===== src/rtl/bcd_pkg.sv =====
// Shared BCD types and FSM encoding for the binary-to-BCD front end
// and the downstream 2-digit BCD add/subtract stage.
package bcd_pkg;

   typedef logic [3:0] bcd_digit_t;
   typedef logic [7:0] bcd2_t;

   typedef enum logic [1:0] {
      IDLE  = 2'd0,
      SHIFT = 2'd1,
      DONE  = 2'd2
   } b2b_state_t;

   localparam bcd_digit_t BCD_MAX = 4'd9;

endpackage : bcd_pkg


===== src/rtl/bcd_add3.sv =====
// Shift-add-3 digit correction: a digit of 5 or more gets 3 added
// so that the following left shift carries cleanly into the next decade.
module bcd_add3
   import bcd_pkg::*;
(
   input  bcd_digit_t d,
   output bcd_digit_t q
);

   // The corrected digit is at most 12, so the 4-bit sum never carries out.
   assign q = (d >= 4'd5) ? bcd_digit_t'(d + 4'd3) : d;

endmodule : bcd_add3


===== src/rtl/bin2bcd_seq.sv =====
// Sequential binary-to-BCD converter (double dabble, one bit per cycle)
// with valid/ready handshakes on both sides and one conversion in flight.
module bin2bcd_seq
   import bcd_pkg::*;
#(
   parameter int WIDTH = 7
)
(
   input  logic             clk,
   input  logic             rst,
   input  logic             in_valid,
   output logic             in_ready,
   input  logic [WIDTH-1:0] in_bin,
   output logic             out_valid,
   input  logic             out_ready,
   output logic [7:0]       out_bcd,
   output logic             out_ovf
);

   localparam int CW = $clog2(WIDTH + 1);
   localparam int SW = 12 + WIDTH;

   b2b_state_t      state_q, state_d;
   logic [CW-1:0]   cnt_q, cnt_d;
   logic [SW-1:0]   sr_q, sr_d;
   bcd2_t           out_bcd_q, out_bcd_d;
   logic            out_ovf_q, out_ovf_d;

   bcd_digit_t      hund, tens, units;
   bcd_digit_t      hund_c, tens_c, units_c;
   logic [SW-1:0]   corrected, shifted;

   // Shift register layout: {hund, tens, units, remaining binary bits}.
   assign hund  = sr_q[SW-1 -: 4];
   assign tens  = sr_q[SW-5 -: 4];
   assign units = sr_q[SW-9 -: 4];

   bcd_add3 u_add3_hund  (.d(hund),  .q(hund_c));
   bcd_add3 u_add3_tens  (.d(tens),  .q(tens_c));
   bcd_add3 u_add3_units (.d(units), .q(units_c));

   assign corrected = {hund_c, tens_c, units_c, sr_q[WIDTH-1:0]};
   assign shifted   = {corrected[SW-2:0], 1'b0};

   assign in_ready  = (state_q == IDLE);
   assign out_valid = (state_q == DONE);
   assign out_bcd   = out_bcd_q;
   assign out_ovf   = out_ovf_q;

   always_comb begin
      // NOTE: every signal gets a default before the case so no path leaves it unassigned (no latches).
      state_d   = state_q;
      cnt_d     = cnt_q;
      sr_d      = sr_q;
      out_bcd_d = out_bcd_q;
      out_ovf_d = out_ovf_q;

      case (state_q)
         IDLE: begin
            if (in_valid) begin
               sr_d    = {{12{1'b0}}, in_bin};
               cnt_d   = CW'(WIDTH);
               state_d = SHIFT;
            end
         end

         SHIFT: begin
            sr_d  = shifted;
            cnt_d = cnt_q - CW'(1);
            // Last bit shifted in: the digit fields of the new value are final.
            if (cnt_q == CW'(1)) begin
               out_bcd_d = shifted[SW-5 -: 8];
               out_ovf_d = |shifted[SW-1 -: 4];
               state_d   = DONE;
            end
         end

         DONE: begin
            if (out_ready) begin
               state_d = IDLE;
            end
         end

         default: begin
            state_d = IDLE;
         end
      endcase
   end

   // NOTE: state updates use non-blocking assignments so every flop samples pre-edge values.
   always_ff @(posedge clk) begin
      if (rst) begin
         // NOTE: the datapath is cleared too so a dropped conversion leaves no residue.
         state_q   <= IDLE;
         cnt_q     <= '0;
         sr_q      <= '0;
         out_bcd_q <= '0;
         out_ovf_q <= 1'b0;
      end else begin
         state_q   <= state_d;
         cnt_q     <= cnt_d;
         sr_q      <= sr_d;
         out_bcd_q <= out_bcd_d;
         out_ovf_q <= out_ovf_d;
      end
   end

endmodule : bin2bcd_seq


===== config.mk =====
export PLATFORM = sky130hd
export DESIGN_NAME = bin2bcd_seq
export DESIGN_NICKNAME = d
export VERILOG_FILES = /design/src/rtl/bcd_pkg.sv /design/src/rtl/bcd_add3.sv /design/src/rtl/bin2bcd_seq.sv
export SDC_FILE = /design/constraint.sdc
export NUM_CORES = 1
export LEC_CHECK = 0
export CORE_MARGIN = 10
export CORE_UTILIZATION = 57
export CTS_BUF_LIST = sky130_fd_sc_hd__clkbuf_8
export DETAILED_ROUTE_END_ITERATION = 12
export HOLD_SLACK_MARGIN = 0.12
export PLACE_DENSITY = 0.82
export SLEW_MARGIN = 20
export SYNTH_ARGS = -nofsm -noshare
export SYNTH_HDL_FRONTEND = slang
export SYNTH_SLANG_ARGS = --single-unit

===== constraint.sdc =====
create_clock -name clk -period 2.9 [get_ports clk]
set_input_delay 0.58 -clock clk [delete_from_list [all_inputs] [get_ports clk]]
set_output_delay 0.58 -clock clk [all_outputs]
set_load 0.01 [all_outputs]

* After elaboration in Yosys (flattened, before gate mapping)
Cells that the tools add are included.
Cells by class: add/subtract/negate cells 4, magnitude comparators 3, equality and inequality tests 6, multiplexer cells 11, reductions and logical operators 6
Operators with widths (count):
- 19-bit case mux with 2 select lines | 1
- 19-bit two-way mux | 1
- 4-bit by 3-bit >= comparator with 1-bit output (second input constant) | 3
- 4-bit by 2-bit adder with 4-bit output (second input constant) | 2
- 4-bit two-way mux | 2
- 2-bit two-way mux | 3
- 3-bit two-way mux | 2
- 2-bit case mux with 3 select lines | 1
- 3-bit case mux with 2 select lines | 1
- 2-bit inequality test (second input constant) | 2
- 2-bit AND reduction | 2
- 4-bit OR reduction | 1
- 3-bit by 2-bit adder with 3-bit output (second input constant) | 1
- 3-bit by 1-bit == test with 1-bit output (second input constant) | 1
- 3-bit AND reduction | 1
- 3-bit by 1-bit subtractor with 3-bit output (second input constant) | 1
- 2-bit by 1-bit == test with 1-bit output (second input constant) | 1
- 2-bit == test (second input constant) | 1
- 2-bit zero test | 1
- 2-bit by 1-bit inequality test with 1-bit output (second input constant) | 1
- 2-bit nonzero test | 1
Storage, ports and cells: flip-flop bits (word level) 33, bits of input ports 11, logic and storage cells 35

* Logic depth before layout (Yosys ltp)
depth after elaboration 3, gate-level depth with buffers 6

* By module
Synthesis repeated with hierarchy kept, for this count alone.
Second synthesis, totals: cell total of the unflattened synthesis 199, area total of the unflattened synthesis 1671.6 um^2
Modules (own cells, without submodules):
- bin2bcd_seq | instances 1, cells an instance 151, area an instance 1367.6 um^2, seq. area each 660.6 um^2
- bcd_add3 | instances 3, cells an instance 16, area an instance 101.3 um^2, seq. area each 0.0 um^2

* Least setup slack after synthesis
Ideal clock, no wire load.
kind register to register, start reg sr_q[15], end reg sr_q[17], arrival time 1436 ps, path slack 1390 ps, stages on the path, launching flop included 7, buffers on the path 0, period minus slack after synthesis 1510 ps, cells stage by stage dfxtp_1 -> inv_1 -> ha_1 -> nand2b_1 -> a21oi_1 -> mux2_2 -> o21ai_0
Between the ends: word-level cells in the longest chain between the ends 3, elaborated cells on any way between the ends 4, classes of those cells add/sub (1); order compare (1); mux (2)
Ends and longest elaborated chain:
- from (decl) | RTL line bin2bcd_seq.sv:25 | logic [SW-1:0] sr_q, sr_d;
- from (signal assigned) | RTL line bin2bcd_seq.sv:102 | sr_q <= sr_d;
- 4-bit by 3-bit >= comparator with 1-bit output / 3-bit by 2-bit adder with 3-bit output (equally long branches) | RTL line bcd_add3.sv:11 | assign q = (d >= 4'd5) ? bcd_digit_t'(d + 4'd3) : d;
- 3-bit two-way mux (*) | RTL line bcd_add3.sv:11
- 19-bit case mux with 2 select lines (*) | RTL line bin2bcd_seq.sv:58 | case (state_q)
Mark *: on every way between the ends. The rest lies on a longest branch, timed or not. A chain may end at the register's enable or synchronous reset.

* Worst setup path in the final report
start reg state_q[1], end out out_valid
Between the ends: word-level cells in the longest chain between the ends 1
Ends and longest elaborated chain:
- from (decl) | RTL line bin2bcd_seq.sv:23 | b2b_state_t state_q, state_d;
- from (signal assigned) | RTL line bin2bcd_seq.sv:100 | state_q <= state_d;
- 2-bit == test | RTL line bin2bcd_seq.sv:46 | assign out_valid = (state_q == DONE);
- to (decl) | RTL line bin2bcd_seq.sv:14 | output logic out_valid,
Every way passes these cells.

==> results.tsv <==
stage	metric	value	unit
sta	finalHoldViolations	0	
clock_tree	cts.sinks	33	
status	status	complete, no violations	
setup_path	path_depth	2	
global_route	overflow	0	
global_route	track_usage	0.1432	
setup_path	cp_data_required_time	2320	ps
routing	routedWlPerCell	14.98	µm
die	coreArea	0.002781	mm²
synth	seq_area_frac_synth	0.3973	
setup_path	arrival	1770	ps
setup_path	cp_max_fo	20	
clock_tree	cts_resized	0	
die	ios	22	
synth	syn_nets	220	
global_route	grt_pass1_vias	1408	
setup_path	crit_chain	nor2b_1 > clkdlybuf4s50_1	
global_route	antenna_found_initial	0	
power	p_int	718.9	µW
synth	synth.largest_area_cell	dfxtp_1	
final_layout	stdcell_count	254	
synth	syn_area	0.001663	mm²
global_route	grt_pass1_wl	6.354	mm
place	place_congestion	0.7847	
die	dieWidth	74.01	µm
power	netSwitchingPower	241.8	µW
clock_tree	clk_latency	280	ps
power	p_per_area	484.1	mW/mm²
synth	yosysWarnings	0	
sta	hold_slack	494.7	ps
power	p_leak	0.7320	nW
clock_tree	cts_hold_buf	0	
sta	layout_min_cycle_time	2345	ps
final_layout	drive_gt1_frac	0.07623	
setup_path	crit_family	flip-flops	
synth	synth_flop_cell	dfxtp_1	
clock_tree	postCtsSetupBuffers	0	
setup_path	slowest_stage	dfxtp_1	
synth	syn_avg_cell_area	8.273	µm²
place	dp_hpwl	2.795	mm
sta	maxSlewHeadroom	0.6269	
clock_tree	cts_htree_levels	2	
sta	setup_viol_count_final	0	
clock_tree	root_buffer	clkbuf_8	
setup_path	startpoint_type	flip-flop	
synth	synthDistinctLibCells	30	
setup_path	critPathMaxStageDelay	670	ps
sta	fin_crit_sh	0.8088	
power	swShare	0.2517	
run	maxCapViolCount	0	
synth	ys_seq_elements	33	
setup_path	critical_path_class	reg -> out	
final_layout	design_area	0.001984	mm²
setup_path	r2r_slack	940	ps
sta	max_freq	426.4	MHz
final_layout	synthToLayoutAreaGrowth	19.34	%
routing	dr.pass1.iters	4	
power	clkPwrFrac	0.353	
routing	via_count	1462	
die	core.rowCount	19	
synth	ys_async_sr_fraction	0	
die	start_util	0.5978	
sta	rsz0062_at_grt	no	
synth	yosys.area.top_type_share	0.3973	
routing	wl	3.805	mm
place	place_area	0.001898	mm²
sta	worst_pin_slew	558.9	ps
hold_path	hold_end	sr_q[4]	
die	dieArea	0.005477	mm²
final_layout	diodes	0	
setup_path	cp_num_buf_inv	1	
place	port_buffers	21	
routing	vias_per_cell	5.756	
clock_tree	cts_tree	yes	
routing	drtAntennaViolNets	0	
setup_path	worstReg2RegStart	state_q[0]	
sta	setup_tns	0	ps
hold_path	min-delay-start	sr_q[3]	
global_route	grt_start_max_net_pins	21	
power	power_frac_seq	0.515	
sta	finClkSkew	3.225	ps
synth	synthCells	201	
clock_tree	clockBufferDepth	2	
hold_path	min_delay_path_depth	2	
power	ir_drop	0.5141	mV
final_layout	nets	242	
setup_path	reg2reg_to	out_bcd[3]	
synth	ys_top_cells_by_area	dfxtp_1, a21oi_1, ha_1	
setup_path	worst_r2r_path_depth	4	
final_layout	final_util	0.7135	
power	pwr-share-comb	0.132	
routing	drc	0	
sta	drv_slew	0	
clock_tree	cts_buffers	5	
routing	drtIter0Drc	81	
hold_path	hp-class	reg -> reg	
synth	synth_edf_count	0	
place	dpl.cell_count	247	
clock_tree	path_clk_slew	60	ps
setup_path	crit_path_end_kind	output pin	
die	dieHeight	74.01	µm
-- area by class of cell --
type	instances	area, µm²
inverters	12	45.04
well taps	31	38.79
clock inverters	1	3.754
fillers	211	797.0
clock buffers	6	82.58
repair buffers	25	240.2
multi-input cells	146	913.4
flip-flops and latches	33	660.6
-- per-stage QoR --
stage / worst slack, ps / power (mW)
6_report: 554.5 / 0.9607
5_1_grt: 435.2 / 1.001
4_1_cts: 555.7 / 0.9624
3_5_place_dp: 847.2 / 0.6303
3_3_place_gp: 900.6 / 0.6247
2_1_floorplan: 1390 / 0.5809
-- sequential cells by signal (all words and copies together), names as in the netlist --
signal,cells
cnt_q,3
out_bcd,8
out_ovf,1
sr_q,19
state_q,2
-- worst min-delay path, stage by stage, from the launching register on --
cell	delay (ps)
dfxtp_1	310
inv_1	70
a2111oi_1	70
-- kinds of logic (layout without fill, tap and decap cells) --
logic type,Yosys count,count (layout),share of synthesized area
buffers and inverters,22,44,0.05342
multiplexers,4,4,0.02633
AO/OA/AOI/OAI,57,57,0.2084
XOR/XNOR,3,3,0.01580
AND/OR/NAND/NOR,74,74,0.2385
flip-flops,33,33,0.3973
adder cells (fa/ha/maj),8,8,0.06020
-- cells in the mapped netlist (4+ instances only) --
| cell | number |
|---|---|
| nand2b_1 | 8 |
| o21ai_0 | 18 |
| nor2_1 | 25 |
| inv_1 | 12 |
| nor2b_1 | 4 |
| nand2_1 | 7 |
| ha_1 | 8 |
| nor3_1 | 6 |
| a21oi_1 | 23 |
| buf_2 | 5 |
| nand3b_1 | 12 |
| nor3b_1 | 4 |
| clkbuf_1 | 5 |
| dfxtp_1 | 33 |
-- per-layer routing --
metal	wire length, µm	vias up	global-route usage
li1	-	742	-
met3	128	0	0.03989
met1	1700	700	0.1678
met4	0	0	0.03313
met2	1976	20	0.2519
met5	0	-	0
-- power by group through the flow --
stage / Sequential (mW) / Combinational (mW) / Clock (mW)
floorplan: 0.496 / 0.0844 / 0
global placement: 0.503 / 0.122 / 0
detailed placement: 0.504 / 0.127 / 0
CTS: 0.494 / 0.127 / 0.341
global route: 0.497 / 0.142 / 0.362
finish: 0.494 / 0.127 / 0.339
-- how the worst max path moves through the flow --
stage	from	to	slack [ps]
global placement	rst	sr_q[1]	900
CTS	state_q[1]	out_valid	560
finish	state_q[1]	out_valid	550
detailed placement	rst	sr_q[1]	850
floorplan	sr_q[15]	sr_q[17]	1390
global route	state_q[1]	out_valid	440
-- placed cells by master, fill, tap and decap left out, types with 3 or more instances in the layout --
| cell type | count |
|---|---|
| a2111oi_1 | 3 |
| a211oi_1 | 3 |
| nand3b_1 | 12 |
| clkbuf_8 | 6 |
| nor2_1 | 25 |
| mux2_2 | 3 |
| dfxtp_1 | 33 |
| nand2_1 | 7 |
| o221a_2 | 3 |
| nand3_1 | 3 |
| nor2b_1 | 4 |
| nand2b_1 | 8 |
| inv_1 | 13 |
| a21oi_1 | 23 |
| buf_4 | 4 |
| ha_1 | 8 |
| nor3_1 | 6 |
| clkdlybuf4s50_1 | 21 |
| nor3b_1 | 4 |
| o21ai_0 | 18 |
| xnor2_1 | 3 |
No activity file was read; power rests on OpenSTA's default activity.
